`config.mk`:
```
export PLATFORM = sky130hd
export DESIGN_NAME = clk_period_meter
export DESIGN_NICKNAME = d
export VERILOG_FILES = /design/src/rtl/clk_period_meter_pkg.sv /design/src/rtl/clk_period_meter_sync_edge_detect.sv /design/src/rtl/clk_period_meter.sv
export SDC_FILE = /design/constraint.sdc
export NUM_CORES = 1
export LEC_CHECK = 0
export ABC_AREA = 1
export CORE_ASPECT_RATIO = 0.75
export CORE_MARGIN = 1.5
export CORE_UTILIZATION = 53
export DETAILED_ROUTE_END_ITERATION = 8
export PLACE_DENSITY = 0.73
export SKIP_CTS_REPAIR_TIMING = 1
export SYNTH_ARGS = -nofsm -noshare
export SYNTH_HDL_FRONTEND = slang
export SYNTH_SLANG_ARGS = --single-unit
```
`constraint.sdc`:
```
create_clock -name clk -period 9.3 [get_ports clk]
set_clock_uncertainty 0.2 [all_clocks]
set_input_delay 1.395 -clock clk [delete_from_list [all_inputs] [get_ports clk]]
set_output_delay 1.395 -clock clk [all_outputs]
set_load 0.05 [all_outputs]
```
`src/rtl/clk_period_meter_pkg.sv`:
```
// Shared definitions for the clock period meter.
//   state_e         : measurement FSM encoding (IDLE, ARM, MEAS)
//   DEFAULT_TIMEOUT : default stuck-input limit in clk cycles
package clk_period_meter_pkg;

   typedef enum logic [1:0] {
      IDLE = 2'd0,
      ARM  = 2'd1,
      MEAS = 2'd2
   } state_e;

   localparam int unsigned DEFAULT_TIMEOUT = 2000000;

endpackage

```
`src/rtl/clk_period_meter_sync_edge_detect.sv`:
```
// Multi-flop synchronizer with edge detection for an asynchronous input.
// Usable for any slow asynchronous level (buttons, divided clocks, ticks).
// Ports:
//   clk      : sampling clock
//   rst      : asynchronous active-high reset, clears every flop
//   d_async  : asynchronous input
//   rise     : high for one cycle after the synchronized level goes 0->1
//   fall     : high for one cycle after the synchronized level goes 1->0
module sync_edge_detect #(
   parameter int unsigned SYNC_STAGES = 2
) (
   input  logic clk,
   input  logic rst,
   input  logic d_async,
   output logic rise,
   output logic fall
);

   logic [SYNC_STAGES-1:0] sync_q;
   logic [SYNC_STAGES-1:0] sync_d;
   logic                   hist_q;
   logic                   hist_d;
   logic                   s;

   // The last synchronizer stage is the settled level; hist keeps its
   // previous value so edges are visible for exactly one cycle.
   always_comb begin
      sync_d = {sync_q[SYNC_STAGES-2:0], d_async};
      s      = sync_q[SYNC_STAGES-1];
      hist_d = s;
      rise   = s & ~hist_q;
      fall   = ~s & hist_q;
   end

   always_ff @(posedge clk or posedge rst) begin
      if (rst) begin
         sync_q <= '0;
         hist_q <= 1'b0;
      end else begin
         sync_q <= sync_d;
         hist_q <= hist_d;
      end
   end

endmodule

```
`src/rtl/clk_period_meter.sv`:
```
// Measures period and high time of a slow asynchronous input in clk cycles.
// Ports:
//   clk, rst     : system clock, asynchronous active-high reset
//   en           : measurement enable, low returns the meter to IDLE
//   sig_in       : asynchronous input being measured
//   rise_pulse   : one-cycle pulse per synchronized rising edge (ungated)
//   period       : last measured rise-to-rise distance
//   high_time    : rise-to-fall distance inside that same period
//   period_valid : one-cycle pulse when period/high_time update
//   timeout      : sticky, set after TIMEOUT cycles without a rising edge
module clk_period_meter
   import clk_period_meter_pkg::*;
#(
   parameter int unsigned CNT_W       = 32,
   parameter int unsigned SYNC_STAGES = 2,
   parameter int unsigned TIMEOUT     = DEFAULT_TIMEOUT
) (
   input  logic             clk,
   input  logic             rst,
   input  logic             en,
   input  logic             sig_in,
   output logic             rise_pulse,
   output logic [CNT_W-1:0] period,
   output logic [CNT_W-1:0] high_time,
   output logic             period_valid,
   output logic             timeout
);

   localparam logic [CNT_W-1:0] TIMEOUT_CNT = CNT_W'(TIMEOUT);
   localparam logic [CNT_W-1:0] CNT_ONE     = CNT_W'(1);

   logic             rise;
   logic             fall;

   state_e           state_q,        state_d;
   logic [CNT_W-1:0] cnt_q,          cnt_d;
   logic [CNT_W-1:0] hi_cap_q,       hi_cap_d;
   logic [CNT_W-1:0] period_q,       period_d;
   logic [CNT_W-1:0] high_time_q,    high_time_d;
   logic             period_valid_q, period_valid_d;
   logic             timeout_q,      timeout_d;
   logic             rise_pulse_q,   rise_pulse_d;

   sync_edge_detect #(
      .SYNC_STAGES (SYNC_STAGES)
   ) u_sync (
      .clk     (clk),
      .rst     (rst),
      .d_async (sig_in),
      .rise    (rise),
      .fall    (fall)
   );

   // Next-state logic. Priority is en, then rise, then timeout, then count.
   // A rise landing on the cycle cnt reaches TIMEOUT is a valid measurement.
   // cnt restarts at 1 on a rise so that the following rise P cycles later
   // samples cnt==P.
   always_comb begin
      state_d        = state_q;
      cnt_d          = cnt_q;
      hi_cap_d       = hi_cap_q;
      period_d       = period_q;
      high_time_d    = high_time_q;
      timeout_d      = timeout_q;
      period_valid_d = 1'b0;
      rise_pulse_d   = rise;

      if (!en) begin
         state_d = IDLE;
         cnt_d   = '0;
      end else begin
         case (state_q)
            IDLE: begin
               cnt_d   = '0;
               state_d = ARM;
            end

            // First rise only establishes the phase; nothing is reported yet.
            ARM: begin
               if (rise) begin
                  cnt_d   = CNT_ONE;
                  state_d = MEAS;
               end else if (cnt_q == TIMEOUT_CNT) begin
                  timeout_d = 1'b1;
                  cnt_d     = '0;
               end else begin
                  cnt_d = cnt_q + CNT_ONE;
               end
            end

            MEAS: begin
               if (fall) begin
                  hi_cap_d = cnt_q;
               end
               if (rise) begin
                  period_d       = cnt_q;
                  high_time_d    = hi_cap_q;
                  period_valid_d = 1'b1;
                  timeout_d      = 1'b0;
                  cnt_d          = CNT_ONE;
               end else if (cnt_q == TIMEOUT_CNT) begin
                  timeout_d = 1'b1;
                  cnt_d     = '0;
                  state_d   = ARM;
               end else begin
                  cnt_d = cnt_q + CNT_ONE;
               end
            end

            default: begin
               state_d = IDLE;
               cnt_d   = '0;
            end
         endcase
      end
   end

   always_ff @(posedge clk or posedge rst) begin
      if (rst) begin
         state_q        <= IDLE;
         cnt_q          <= '0;
         hi_cap_q       <= '0;
         period_q       <= '0;
         high_time_q    <= '0;
         period_valid_q <= 1'b0;
         timeout_q      <= 1'b0;
         rise_pulse_q   <= 1'b0;
      end else begin
         state_q        <= state_d;
         cnt_q          <= cnt_d;
         hi_cap_q       <= hi_cap_d;
         period_q       <= period_d;
         high_time_q    <= high_time_d;
         period_valid_q <= period_valid_d;
         timeout_q      <= timeout_d;
         rise_pulse_q   <= rise_pulse_d;
      end
   end

   assign rise_pulse   = rise_pulse_q;
   assign period       = period_q;
   assign high_time    = high_time_q;
   assign period_valid = period_valid_q;
   assign timeout      = timeout_q;

endmodule

```
# == Word level (Yosys, flattened, before mapping) ==
# Index checks and enable logic that the tools add are counted.
# word_totals
reg_bits,136
latchBits,0
ram_bits,0
mem_bits_ro,0
input_bits,4
output_inout_bits,67
word_cells,45
n_memories,0
# op_classes
addsub,1
mul,0
div,0
order_cmp,0
n_eq_ne,7
n_shift,0
muxes,16
bitwise,4
reduce_logical,7
# op_table
operator,n
$mux W32,4
$add A32 B1 Y32 const B,1
$eq A32 B21 Y1 const B,1
$reduce_and A3 Y1,4
$ne A3 B3 Y1 const B,3
$mux W2,4
$mux W1,6
$pmux W2 S3,1
$and A1 B1 Y1,2
$eq A2 B1 Y1 const B,1
$eq A2 B2 Y1 const B,1
$logic_not A2 Y1,1
$ne A2 B2 Y1 const B,1
$not A1 Y1,2
$pmux W1 S2,1
$reduce_bool A2 Y1,1
$reduce_or A2 Y1,1

# == Depth between registers and ports, before layout ==
# logic_depth
depth_word,5
ltp_mapped,12

# == Hierarchy ==
# A second synthesis with hierarchy kept.
# unflattened
cells_unflattened,704
area_unflattened_um2,6039.5
# modules_own_cells
module,n_inst,cells_each,area_per_inst_um2,seq_area_each_um2
clk_period_meter,1,696,5945.7,3328.2
sync_edge_detect,1,8,93.8,75.1

# == Worst setup path before layout ==
# Ideal clock, no wire load.
# synth_path
path_type,input to register
from,input port en
to,"register high_time_q[0], in the netlist high_time[0]"
setup_time_ns,0.119
arrival_ns,2.142
slack_ns,6.839
cell_stages,7
cell_sequence,nand2_1 -> nor2_4 -> inv_2 -> buf_2 -> buf_6 -> nand2_1 -> nand2_1
# synth_via
elab_chain_cells,1
# synth_lines
item,line,source
start: declaration,clk_period_meter.sv:20,"input logic en,"
$reduce_and A3 Y1 (no source line),n/a,
end signal: assignment,clk_period_meter.sv:133,high_time_q <= high_time_d;
end: declaration,clk_period_meter.sv:39,"logic [CNT_W-1:0] high_time_q, high_time_d;"
# Every way passes these cells.
# A chain may end at the register's enable or synchronous reset.

# == Worst setup path in the final report ==
# layout_path
from,input port en
to,register hi_cap_q[28]
# layout_via
elab_chain_cells,1
# layout_lines
item,line,source
$reduce_and A3 Y1 (no source line),n/a,
end signal: assignment,clk_period_meter.sv:131,hi_cap_q <= hi_cap_d;
end: declaration,clk_period_meter.sv:37,"logic [CNT_W-1:0] hi_cap_q, hi_cap_d;"
# Every way passes these cells.

==> results.md <==
* Filler cells at 846
* Final ANT Viol Nets at 0
* Die height at 94.0 microns
* Setup violators final at 0
* Sequential cell area at between 3000 and 4000 sq um
* Post-synth top cells: 245 x nand2_1, 136 x dfrtp_1, 69 x nor2_1, 69 x o21ai_0, 56 x inv_1
* Final setup TNS at 0 ns
* Number of port buffers at 70
* Routed WL at 13400 microns
* Pin count of the biggest net entering global routing at 98
* TritonCTS clock tree: yes
* Routed vias/inst at around 5.2
* Max-slew violation count at 0
* Final WS setup at between 5 and 6 ns
* Synth async-reset ratio at 100%
* First-pass GRT wire length at 22000 microns
* Flop pwr share at 42.5%
* DRT iter0 DRCs at roughly 620
* RSZ-0062 raised after global routing: false
* Critical path cell sequence: clkdlybuf4s50_1 > nand2_1 > inv_1 > nand3_2 > o21ai_0
* Area of the multi-input gates at around 2100 sq um
* Layout cells sized above 1 at under 10%
* Cell variety after synth at 26
* Top cells by area, synth: dfrtp_1 58%, nand2_1 16%, o21ai_0 5.9%, nor2_1 4.4%, inv_1 3.6%
* Cell Pwr Density at 201 nW/um^2
* Cells after Synth at 688
* Router iterations before antenna repair at 5
* Clock power share at 48.6%
* Status: finished clean
* Combinational group share of total power at 8.9%
* Core area at 10500 sq um
* Clock buffer count from CTS at 17
* Arrival @ worst endpoint at approximately 3.6 ns
* Top cell type's share of synthesized area at 58.2%
* Post-layout util at just under 70%
* Switch share at 25.1%
* Final Cycle Share at 37.7%
* Nets@finish at 766
* GRT Resource Usage Total at 24.0%
* CP Buf/Inv Count at 2
* Die width at 124 microns
* H-tree depth at 4
* Max Root-Sink Buffers at 2
* Internal power at between 1000 and 1500 uW
* Ant. Diodes at 0
* Number of global-route vias before repair at approximately 4400
* Initial antenna violation count at 0
* Cell family with most CP delay: simple AND/OR/NAND/NOR gates
* Finished Layout Cells at 906
* Placed Cells incl. Taps at 874
* Leak pwr at 0.00334 uW
* Seq cells post-synth at 136
* Worst skew pair latency at 0.41 ns
* Routed vias at 4729
* CTS Sinks at 136
* Post-synth EDFFs at 0
* Register area share after synthesis at 58.2%
* Count leader, synth: nand2_1
* DP HPWL at ~9000 microns
* Critical-path top delay cell: nand3_2
* Wire length per cell at 14.8 microns
* Drt drc at 0
* Pre-CTS setup slack at roughly 5.5 ns
* I/O pin total at 71
* Max frequency at 0.285 GHz
* Max FO, Critical Path at 64
* Clock Tree Root: clkbuf_16
* Post-Syn Area at 5850 sq um
* Slew HR at 29.4%
* Final min period at 3.51 ns
* Initial Utilization at 55.7%
* Fin area at slightly above 7000 sq um
* Critical path required time at 9.38 ns
* Row count at 32
* Max-cap violations at 0
* Psw at between 300 and 400 uW
* GRT overflow at 0
* Crit path kind: in -> reg
* Register clock-pin slew on the reported worst setup and hold paths at 0.06 ns
* Peak supply drop at between 0.1 and 0.15 mV
* Crit path launch type: input pin
* Final Hold Viols at 0
* Mapped Avg Cell Area at 8.50 sq um
* Die area at 11700 sq um
* Worst slew pin tran at 1.06 ns
* Crit. End Element: flip-flop
* Area delta synth->final at 23.7%
* Syn nets at 697
* CP max stage delay at 0.80 ns
* Leading area contributor after synthesis: dfrtp_1
* Synthesis warning total at 0
* Placer Congestion at 0.893
* Top_reg_cell synth: dfrtp_1
* Area after DPL at approximately 6600 sq um
* Hold Crit Class: reg -> reg
## power by group through the flow
stage	sequential, uW	combinational, uW	clock (uW)
floorplan	648	81.8	0
global placement	629	125	0
detailed placement	630	129	0
CTS	620	130	719
global route	622	145	746
finish	620	129	708
## worst reg2reg max path: stages (launching register included)
cell and delay [ns]:
dfrtp_1 0.43, inv_1 0.09, ha_1 0.15, nand2_1 0.11
inv_1 0.12, nand3_2 0.80, o21ai_0 0.57
## placed cells by master, fill, tap and decap left out, types with 13 or more instances in the layout
cell type | Yosys | routed
inv_1 | 56 | 55
clkbuf_16 | 0 | 17
a21oi_1 | 13 | 13
clkdlybuf4s50_1 | 0 | 70
dfrtp_1 | 136 | 136
nor2_1 | 69 | 69
nand2_1 | 245 | 245
nand3_1 | 18 | 18
nor3_1 | 14 | 14
o21ai_0 | 69 | 69
## worst paths after layout
check / startpoint / end / slack, ns / cells after the start
worst max-delay path: en / hi_cap_q[28] / 5.79 / 5
min in group asynchronous: rst / cnt_q[4] / 1.27 / 2
worst max register to register: state_q[0] / hi_cap_q[28] / 6.71 / 6
worst min-delay path: u_sync.sync_q[0] / u_sync.sync_q[1] / 0.17 / 0
worst min register to register: u_sync.sync_q[0] / u_sync.sync_q[1] / 0.17 / 0
max in group asynchronous: rst / period[11] / 6.23 / 3
## metal layers
metal | share of wire (%) | global-route usage (%)
met5 | 0 | 0
met4 | 1.0 | 6.51
met3 | 6.4 | 5.75
met2 | 44 | 34.9
met1 | 49 | 36.1
## state kept, by name, indices dropped and copies added, names as in the netlist
signal         cells
state_q            2
u_sync.hist_q      1
period_valid       1
high_time         32
timeout            1
u_sync.sync_q      2
period            32
hi_cap_q          32
cnt_q             32
rise_pulse         1
## cells by family after synthesis
family	count (synthesis)	share of synthesized area, %
simple gates	372	26.3
buf+inv	83	6.08
xor+xnor	7	1.05
flops	136	58.2
fa+ha+maj	5	1.07
compound gates	85	7.36
## cell type report
| class | instances | share of cell area (%) |
|---|---|---|
| inverter | 61 | 3.20 |
| clock buffer | 18 | 5.93 |
| timing repair buffer | 72 | 9.89 |
| clock inverter | 14 | 2.71 |
| tap | 136 | 2.35 |
| sequential | 136 | 47.0 |
| multi-input combinational | 469 | 28.9 |
## metrics by stage
stage	hold slack, ns	total power, uW
final	0.170	1460
after global routing	0.175	1510
after CTS	0.174	1470
after detailed placement	0.151	760
after global placement	0.146	754
after floorplan	0.131	730
(Power assumes the default switching activity.)
